[src/rtl/ysyx_25030081_wbu.sv]
// Write-back unit: arbitrates EXU/LSU results onto a registered register-file
// write port and tracks outstanding loads in a busy scoreboard.
module ysyx_25030081_wbu #(
  parameter int unsigned RF_ADDR_WIDTH = 5,
  parameter int unsigned DATA_WIDTH    = 32
) (
  input  logic                          clk,
  input  logic                          rst_n,
  input  logic                          exu_valid,
  output logic                          exu_ready,
  input  logic                          exu_wen,
  input  logic [RF_ADDR_WIDTH-1:0]      exu_rd,
  input  logic [DATA_WIDTH-1:0]         exu_data,
  input  logic                          lsu_valid,
  output logic                          lsu_ready,
  input  logic [RF_ADDR_WIDTH-1:0]      lsu_rd,
  input  logic [DATA_WIDTH-1:0]         lsu_data,
  input  logic                          ld_issue,
  input  logic [RF_ADDR_WIDTH-1:0]      ld_rd,
  output logic                          rf_wen,
  output logic [RF_ADDR_WIDTH-1:0]      rf_waddr,
  output logic [DATA_WIDTH-1:0]         rf_wdata,
  output logic [(1<<RF_ADDR_WIDTH)-1:0] busy_mask,
  output logic [31:0]                   wb_count,
  output logic                          err
);

  localparam int unsigned NREGS = 1 << RF_ADDR_WIDTH;

  logic                     rf_wen_q, rf_wen_d;
  logic [RF_ADDR_WIDTH-1:0] rf_waddr_q, rf_waddr_d;
  logic [DATA_WIDTH-1:0]    rf_wdata_q, rf_wdata_d;
  logic [NREGS-1:0]         busy_q, busy_d;
  logic [31:0]              wb_count_q, wb_count_d;
  logic                     err_q, err_d;

  logic             lsu_xfer, exu_xfer;
  logic             lsu_err, ld_err;
  logic [NREGS-1:0] set_mask, clr_mask;

  // Handshake is combinational: LSU always wins, nothing accepted in reset.
  assign lsu_ready = rst_n;
  assign exu_ready = rst_n & ~lsu_valid;

  always_comb begin
    rf_wen_d   = 1'b0;
    rf_waddr_d = rf_waddr_q;
    rf_wdata_d = rf_wdata_q;
    wb_count_d = wb_count_q;
    set_mask   = '0;
    clr_mask   = '0;
    lsu_err    = 1'b0;
    ld_err     = 1'b0;

    lsu_xfer = rst_n & lsu_valid;
    exu_xfer = rst_n & exu_valid & ~lsu_valid;

    if (lsu_xfer) begin
      if (lsu_rd != '0) begin
        rf_wen_d   = 1'b1;
        rf_waddr_d = lsu_rd;
        rf_wdata_d = lsu_data;
      end
    end else if (exu_xfer) begin
      if (exu_wen && (exu_rd != '0)) begin
        rf_wen_d   = 1'b1;
        rf_waddr_d = exu_rd;
        rf_wdata_d = exu_data;
      end
    end

    if (lsu_xfer || exu_xfer) begin
      wb_count_d = wb_count_q + 32'd1;
    end

    if (lsu_xfer) begin
      clr_mask = NREGS'(1) << lsu_rd;
    end
    if (rst_n && ld_issue && (ld_rd != '0)) begin
      set_mask = NREGS'(1) << ld_rd;
    end
    // Set is applied after clear so a re-issued load keeps its bit.
    busy_d = (busy_q & ~clr_mask) | set_mask;

    lsu_err = lsu_xfer && (lsu_rd != '0) && !busy_q[lsu_rd];
    ld_err  = rst_n && ld_issue && (ld_rd != '0) && busy_q[ld_rd] &&
              !(lsu_xfer && (lsu_rd == ld_rd));
    err_d   = err_q | lsu_err | ld_err;
  end

  always_ff @(posedge clk) begin
    if (!rst_n) begin
      rf_wen_q   <= 1'b0;
      rf_waddr_q <= '0;
      rf_wdata_q <= '0;
      busy_q     <= '0;
      wb_count_q <= '0;
      err_q      <= 1'b0;
    end else begin
      rf_wen_q   <= rf_wen_d;
      rf_waddr_q <= rf_waddr_d;
      rf_wdata_q <= rf_wdata_d;
      busy_q     <= busy_d;
      wb_count_q <= wb_count_d;
      err_q      <= err_d;
    end
  end

  assign rf_wen    = rf_wen_q;
  assign rf_waddr  = rf_waddr_q;
  assign rf_wdata  = rf_wdata_q;
  assign busy_mask = busy_q;
  assign wb_count  = wb_count_q;
  assign err       = err_q;

endmodule
[config.mk]
export PLATFORM = sky130hd
export DESIGN_NAME = ysyx_25030081_wbu
export DESIGN_NICKNAME = d
export VERILOG_FILES = /design/src/rtl/ysyx_25030081_wbu.sv
export SDC_FILE = /design/constraint.sdc
export NUM_CORES = 1
export LEC_CHECK = 0
export BUFFER_PORTS_ARGS = -buffer_cell sky130_fd_sc_hd__buf_2
export CORE_MARGIN = 1
export CORE_UTILIZATION = 51
export CTS_BUF_LIST = sky130_fd_sc_hd__clkbuf_2 sky130_fd_sc_hd__clkbuf_4 sky130_fd_sc_hd__clkbuf_8
export DETAILED_ROUTE_END_ITERATION = 16
export GPL_TIMING_DRIVEN = 0
export MAX_ROUTING_LAYER = met4
export PLACE_DENSITY = 0.89
export SLEW_MARGIN = 15
export SYNTH_ARGS = -nofsm -noshare
export SYNTH_HDL_FRONTEND = slang
export SYNTH_SLANG_ARGS = --single-unit
[constraint.sdc]
create_clock -name clk -period 2.2 [get_ports clk]
set_input_delay 0.44 -clock clk [delete_from_list [all_inputs] [get_ports clk]]
set_output_delay 0.44 -clock clk [all_outputs]
set_load 0.01 [all_outputs]
==> metrics.md, run 1 <==
| Metric | Value |
|---|---|
| Status | finished clean |
| N_diodes | 0 |
| Die height | about 100 um |
| Dpl cell area | roughly 6300 um2 |
| Vias in the first global route | 4790 |
| Post-synthesis instance area | between 5000 and 6000 um2 |
| H-tree Lvls | 3 |
| Top cell type's share of synthesized area | 39.7% |
| Primary FF master, synth | dfxtp_1 |
| Post-cts sizing count | 0 |
| Slew Viols, Final | 0 |
| Wirelength, routed | between 15 and 20 mm |
| Max_slew headroom | roughly 52% |
| Post-CTS Hold Buffers | 0 |
| Max FO, Critical Path | 10 |
| CP cell instances | buf_2, buf_2, buf_2, nor2_1, buf_2 |
| CTS tree | built |
| RD Place Congestion | roughly 0.99 |
| Area leader, netlist | dfxtp_1 |
| Vias | between 5000 and 6000 |
| Die Area | around 11000 um2 |
| Clk_lat worst skew | roughly 0.37 ns |
| Clock-pin slew on the worst setup and hold paths | approximately 0.10 ns |
| CP dominant cell by count | buf_2 |
| Area grow syn2layout | 24.6% |
| Critical Path Sink Type | output port |
| I/O Buffers | 184 |
| Synth area leaders | dfxtp_1 (40%), mux2i_1 (7.3%), a211oi_2 (7.0%) |
| I/O pin count | between 150 and 200 |
| Core area | between 9000 and 10000 um2 |
| Post-synth EDFFs | 0 |
| Max-cap violations | 0 |
| RSZ-0062 raised after global routing | no |
| Clock buffer depth | 2 |
| Kind of critical path | input port to output port |
| Final setup viols | 0 |
| CP max-delay cell | buf_2 |
| Routed Antenna Nets | 0 |
| First DRT Iteration DRCs | between 300 and 400 |
| Ys Warns | 0 |
| DRC Markers | 0 |
| Final Skew | 0.00397 ns |
| CTS root buf | clkbuf_8 |
| Crit path buf inv count | 4 |
| Crit path DAT | between 1.5 and 2 ns |
| Total of flip-flops plus latches after synthesis | between 100 and 150 |
| Fin util | 66.0% |
| P per Cell Area | between 500 and 600 nW/um2 |
| Worst IR drop on VDD | between 0.0003 and 0.0004 V |
| Pwr Total | between 3000 and 4000 uW |
| Avg Cell Area, Syn | about 9.2 um2 |
| Routed WL per cell | ~17 um |
| Num CTS Buffers | 9 |
| Post-DP HPWL | approximately 12 mm |
| Row count | 36 |
| Largest net degree at the start of global routing | 17 |
| Final Hold Vio Count | 0 |
| Syn Inst Count | between 500 and 600 |
| Die W | 103 um |
| Crit path largest cell delay | roughly 0.37 ns |
| HP Class | input port to flip-flop |
| Setup TNS | 0 ns |
| CTS Sinks | roughly 100 |
| Nets | between 800 and 900 |
| Overall Global Routing Usage | around 30% |
| Sequential area share after synthesis | about two fifths |
| Postcts setup bufs | 0 |
| Pleak | between 0.002 and 0.003 uW |
| CP required | approximately 1.8 ns |
| First-pass GRT wire length | between 20 and 25 mm |
| Actual slew at the worst max-slew pin | slightly above 0.7 ns |
| Yosys cell types | 43 |
| Synth async-reset ratio | 0% |
| Max frequency | approximately 0.49 GHz |
| Initial antenna violation count | 0 |
| Vias per cell | about 5.9 |
| Initial DRT Pass Iterations | 4 |
| Startpoint Class | input port |
| Gr ovfl total | 0 |
| Fin area | 6480 um2 |
| Period minus WS final | 2.06 ns |
| Initial core utilization | between 50% and 60% |
| Period utilisation layout | 93.5% |
| Syn_nets | 654 |
| Layout cells sized above 1 | 34.9% |
| Crit path max-delay family | buffers and inverters |
## registers in the layout, indices dropped and copies added, names as in the netlist
name	cells
wb_count	32
busy_mask	32
err	1
rf_wen	1
rf_waddr	5
rf_wdata	32
## metrics by stage
| step | setup slack [ns] | cells | hold WS [ns] |
|---|---|---|---|
| floorplan | 0.292 | 568 | 0.502 |
| global placement | 0.0128 | 885 | 0.467 |
| detailed placement | -0.0331 | 885 | 0.479 |
| CTS | 0.0517 | 901 | 0.373 |
| global route | 0.0322 | 900 | 0.409 |
| finish | 0.143 | 900 | 0.394 |
## worst reg2reg max path, delay by kind of cell, from the launching register on
kind | cells | cell delay (ns)
flops | 1 | 0.45
buf+inv | 1 | 0.17
simple gates | 4 | 1.13
compound gates | 1 | 0.15
## final cells by class
type	count	area, um2
fillers	824	3340
multi-input cells	422	2910
flip-flops and latches	103	2060
repair buffers	184	921
plain buffers	38	209
well taps	133	166
clock buffers	12	165
clock inverters	4	28.8
inverters	4	15.0
## worst paths after layout
kind	end	cells after the start	slack (ns)	from
max	exu_ready	5	0.14	lsu_valid
min reg2reg	wb_count[31]	2	0.49	wb_count[31]
max reg2reg	wb_count[28]	6	0.23	wb_count[3]
min	rf_wdata[4]	3	0.39	exu_data[4]
## cell usage after synthesis (2+ instances only)
cell / number
buf_2: 8
and4_1: 8
mux2i_1: 38
a21oi_1: 42
xnor2_1: 15
nand2b_1: 6
a22oi_1: 4
xor2_1: 12
a211oi_1: 7
buf_4: 3
a211oi_2: 29
nand3_1: 14
and2_1: 3
or2_2: 2
o21ai_0: 40
clkbuf_1: 20
or3_1: 10
buf_6: 6
nand4_1: 11
mux4_2: 15
nor3_1: 10
o311a_1: 3
buf_1: 2
nor2b_1: 6
and3_1: 4
inv_1: 3
nor4_1: 4
dfxtp_1: 103
nor2_1: 68
nand2_1: 59
## kinds of logic (layout without fill, tap and decap cells)
kind of cell,count (synthesis),in the layout,synth area share (%)
AND/OR/NAND/NOR,210,210,19.4
AO/OA/AOI/OAI,131,131,18.0
flip-flops,103,103,39.7
multiplexers,53,53,13.8
buffers and inverters,43,242,4.38
XOR/XNOR,27,27,4.55
adder cells (fa/ha/maj),1,1,0.241
## per-layer routing
metal	track usage, %	routed length (um)
met4	12.7	439
met2	49.1	7570
met3	5.69	1350
met1	35.8	6210
met5	-	0
## report_power, final
group	internal [uW]	switching (uW)	leakage (uW)	total, uW
Clock	505	650	0.0000946	1160
Sequential	1930	40.3	0.000839	1970
Combinational	248	351	0.00182	599
Total	2680	1040	0.00275	3720
## layout by cell type, fill, tap and decap left out, drive strengths merged, types with 2 or more instances in the layout
cell type    n
o311a        3
inv          4
mux2i       38
clkinvlp     2
xnor2       15
and3         4
a22oi        4
or2          2
nor2        68
clkbuf      31
nand2b       6
nand4       12
dfxtp      103
o21ai       41
nand3       14
buf        203
or3         10
and2         3
mux4        15
a21oi       42
xor2        12
nand2       59
a211oi      36
nor2b        6
and4         8
nor4         4
clkinv       2
nor3        11
Power figures use the tool's default switching activity.
==> run 2, diff against run 1 <==
--- a/config.mk
+++ b/config.mk
@@ -10,7 +10,6 @@
 export CORE_UTILIZATION = 51
 export CTS_BUF_LIST = sky130_fd_sc_hd__clkbuf_2 sky130_fd_sc_hd__clkbuf_4 sky130_fd_sc_hd__clkbuf_8
 export DETAILED_ROUTE_END_ITERATION = 16
-export GPL_TIMING_DRIVEN = 0
 export MAX_ROUTING_LAYER = met4
 export PLACE_DENSITY = 0.89
 export SLEW_MARGIN = 15
==> run 2 against run 1 <==
  * First-iteration DRC count down 42%
  * Total power shrank 0.11%
  * Worst hold slack got worse by 0.019 ns
  * Flip-flop and latch count is the same
  * Utilization decreased by 0.34 points
  * Fmax is 7.3% higher
  * Clock power is essentially flat
  * Critical path type is now flip-flop to flip-flop
  * Largest cell class unchanged
==> metrics.md, run 2 (same netlist as run 1, synthesis figures left out) <==
| Metric | Value |
|---|---|
| Status | finished clean |
| I/O pin count | 190 (unchanged) |
| I/O Buffers | 189 (+2.7%) |
| First DRT Iteration DRCs | 206 (-42%) |
| P per Cell Area | 577 nW/um2 (+0.41%) |
| RSZ-0062 raised after global routing | no |
| N_diodes | 0 (unchanged) |
| Clock Power Share | 31.5% (+0.5 points) |
| Sw power | 1010 uW (-3.0%) |
| Overall Global Routing Usage | 27.1% (-2.8 points) |
| Final setup margin | 0.282 ns (+0.139 ns) |
| HP Class | input port to flip-flop |
| First-pass GRT wire length | 21.4 mm (-9.1%) |
| Num CTS Buffers | 9 (unchanged) |
| Final Skew | 0.00527 ns (+0.00129 ns) |
| Commonest cells after routing, fill and taps aside | buf_2 (189), dfxtp_1 (103), nor2_1 (68), nand2_1 (59), a21oi_1 (42) |
| Crit path DAT | 2.21 ns (+0.59 ns) |
| Vias in the first global route | 4495 (-6.2%) |
| Row count | 36 (unchanged) |
| Dpl cell area | 6250 um2 (-0.54%) |
| CP max-delay cell | dfxtp_1 |
| Period utilisation layout | 87.2% (-6.3 points) |
| Critical R2R Launch | wb_count[10] |
| Die Area | 10600 um2 (unchanged) |
| Period minus WS final | 1.92 ns (-0.139 ns) |
| Internal power | 2710 uW (+1.0%) |
| Max_slew headroom | 63.8% (+12 points) |
| Final cell count without fillers | 884 (-1.8%) |
| Post-cts sizing count | 0 (unchanged) |
| Routed WL per cell | 16.2 um (-6.2%) |
| Routed Antenna Nets | 0 (unchanged) |
| Initial core utilization | 52.9% (unchanged) |
| Gate power share | 15.6% (-0.5 points) |
| Wirelength, routed | 14.3 mm (-7.9%) |
| Seq pwr share | 52.9% (about the same) |
| Placed Cells | 868 (-1.9%) |
| Area grow syn2layout | 24.0% |
| H-tree Lvls | 3 (unchanged) |
| CTS Sinks | 103 (unchanged) |
| Gr ovfl total | 0 (unchanged) |
| Worst hold path startpoint | exu_rd[4] |
| Most common cell after layout, fill and taps aside | buf_2 |
| Post-CTS Hold Buffers | 0 (unchanged) |
| Worst IR drop on VDD | 0.000292 V (-4.6%) |
| DRC Markers | 0 (unchanged) |
| Largest net degree at the start of global routing | 76 (+59) |
| Max-cap violations | 0 (unchanged) |
| Clock buffer depth | 2 (unchanged) |
| Setup WS pre-CTS | 0.0687 ns (+0.102 ns) |
| Postcts setup bufs | 0 (unchanged) |
| Crit path largest cell delay | 0.43 ns (+0.06 ns) |
| Kind of critical path | flip-flop to flip-flop |
| Final Hold Vio Count | 0 (unchanged) |
| Max frequency | 0.521 GHz (+7.3%) |
| Vias | 5064 (-3.9%) |
| Setup TNS | 0 ns (unchanged) |
| Core area | 9820 um2 (unchanged) |
| CP dominant cell by count | and4_1 |
| CP required | 2.49 ns (+0.73 ns) |
| Max FO, Critical Path | 7 (-3) |
| Pleak | 0.00276 uW (+0.37%) |
| Crit path buf inv count | 0 (-4) |
| Post-DP HPWL | 10.6 mm (-9.5%) |
| Crit path max-delay family | simple AND/OR/NAND/NOR gates |
| Die W | 103 um (unchanged) |
| Nets | 832 (-1.9%) |
| Vias per cell | 5.73 (-2.2%) |
| CTS root buf | clkbuf_8 |
| Startpoint Class | flip-flop |
| Slew Viols, Final | 0 (unchanged) |
| Die height | 103 um (unchanged) |
| Initial DRT Pass Iterations | 5 (+1) |
| CP cell instances | and4_1, and4_1, nand4_1, or3_1, a21oi_1 |
| RD Place Congestion | 1.05 (+5.5%) |
| Initial antenna violation count | 0 (unchanged) |
| Layout cells sized above 1 | 36.4% (+1.4 points) |
| Critical Path Sink Type | flip-flop |
| Sw Share | 27.2% (-0.80 points) |
| Clock-pin slew on the worst setup and hold paths | 0.09 ns (about the same) |
| Fin area | 6440 um2 (-0.52%) |
| Final setup viols | 0 (unchanged) |
| CTS tree | built |
| Actual slew at the worst max-slew pin | 0.539 ns (-0.186 ns) |
| Clk_lat worst skew | 0.36 ns (about the same) |
| Worst setup startpoint | wb_count[10] |
| Reg2reg setup slack | 0.28 ns (+0.05 ns) |
[run 2: cell count changes in the layout (fill, tap and decap cells not counted), moves of 2 or more]
| cell | change |
|---|---|
| clkbuf_1 | -19 |
| clkinv_2 | +3 |
| buf_6 | -6 |
| clkbuf_8 | -3 |
| buf_4 | +12 |
| buf_2 | -3 |
| buf_1 | -2 |
| buf_12 | +2 |
[run 2: per-layer routing]
| metal | track usage, % | share of wire [%] |
|---|---|---|
| met1 | 31.2 | 38 |
| met2 | 46.1 | 50 |
| met3 | 4.07 | 9.3 |
| met4 | 13.1 | 2.6 |
| met5 | - | 0 |
[run 2: area by class of cell]
| class | instances | area (um2) |
|---|---|---|
| Sequential cell | 103 | 2060 |
| Clock buffer | 10 | 131 |
| Inverter | 4 | 16.3 |
| Fill cell | 804 | 3370 |
| Timing Repair Buffer | 206 | 1100 |
| Multi-Input combinational cell | 422 | 2910 |
| Tap cell | 133 | 166 |
| Clock inverter | 6 | 61.3 |
[run 2: path summary, 6_finish.rpt]
path	to	depth (start not counted)
setup reg to reg	wb_count[28]	5
setup / recovery	wb_count[28]	5
hold / removal	rf_waddr[4]	3
hold reg to reg	wb_count[31]	2
[run 2: power groups by stage]
stage                     Clock, uW  Combinational, uW  Sequential (uW)
after floorplan                   0                327             2040
after global routing           1260                634             1980
after CTS                      1190                579             1970
after global placement            0                554             2010
after detailed placement          0                577             2010
final                          1170                581             1970
[run 2: stage by stage]
step | power [uW] | hold WS [ns] | utilization (%)
6_report | 3720 | 0.375 | 65.6
4_1_cts | 3740 | 0.360 | 65.6
3_5_place_dp | 2590 | 0.490 | 63.7
5_1_grt | 3870 | 0.366 | 65.6
3_3_place_gp | 2560 | 0.473 | 63.7
2_1_floorplan | 2370 | 0.502 | -
[run 2: worst min-delay path, delay by kind of cell]
family | cells | cell delay (ns)
AND/OR/NAND/NOR | 1 | 0.06
buffers and inverters | 1 | 0.11
AO/OA/AOI/OAI | 1 | 0.08
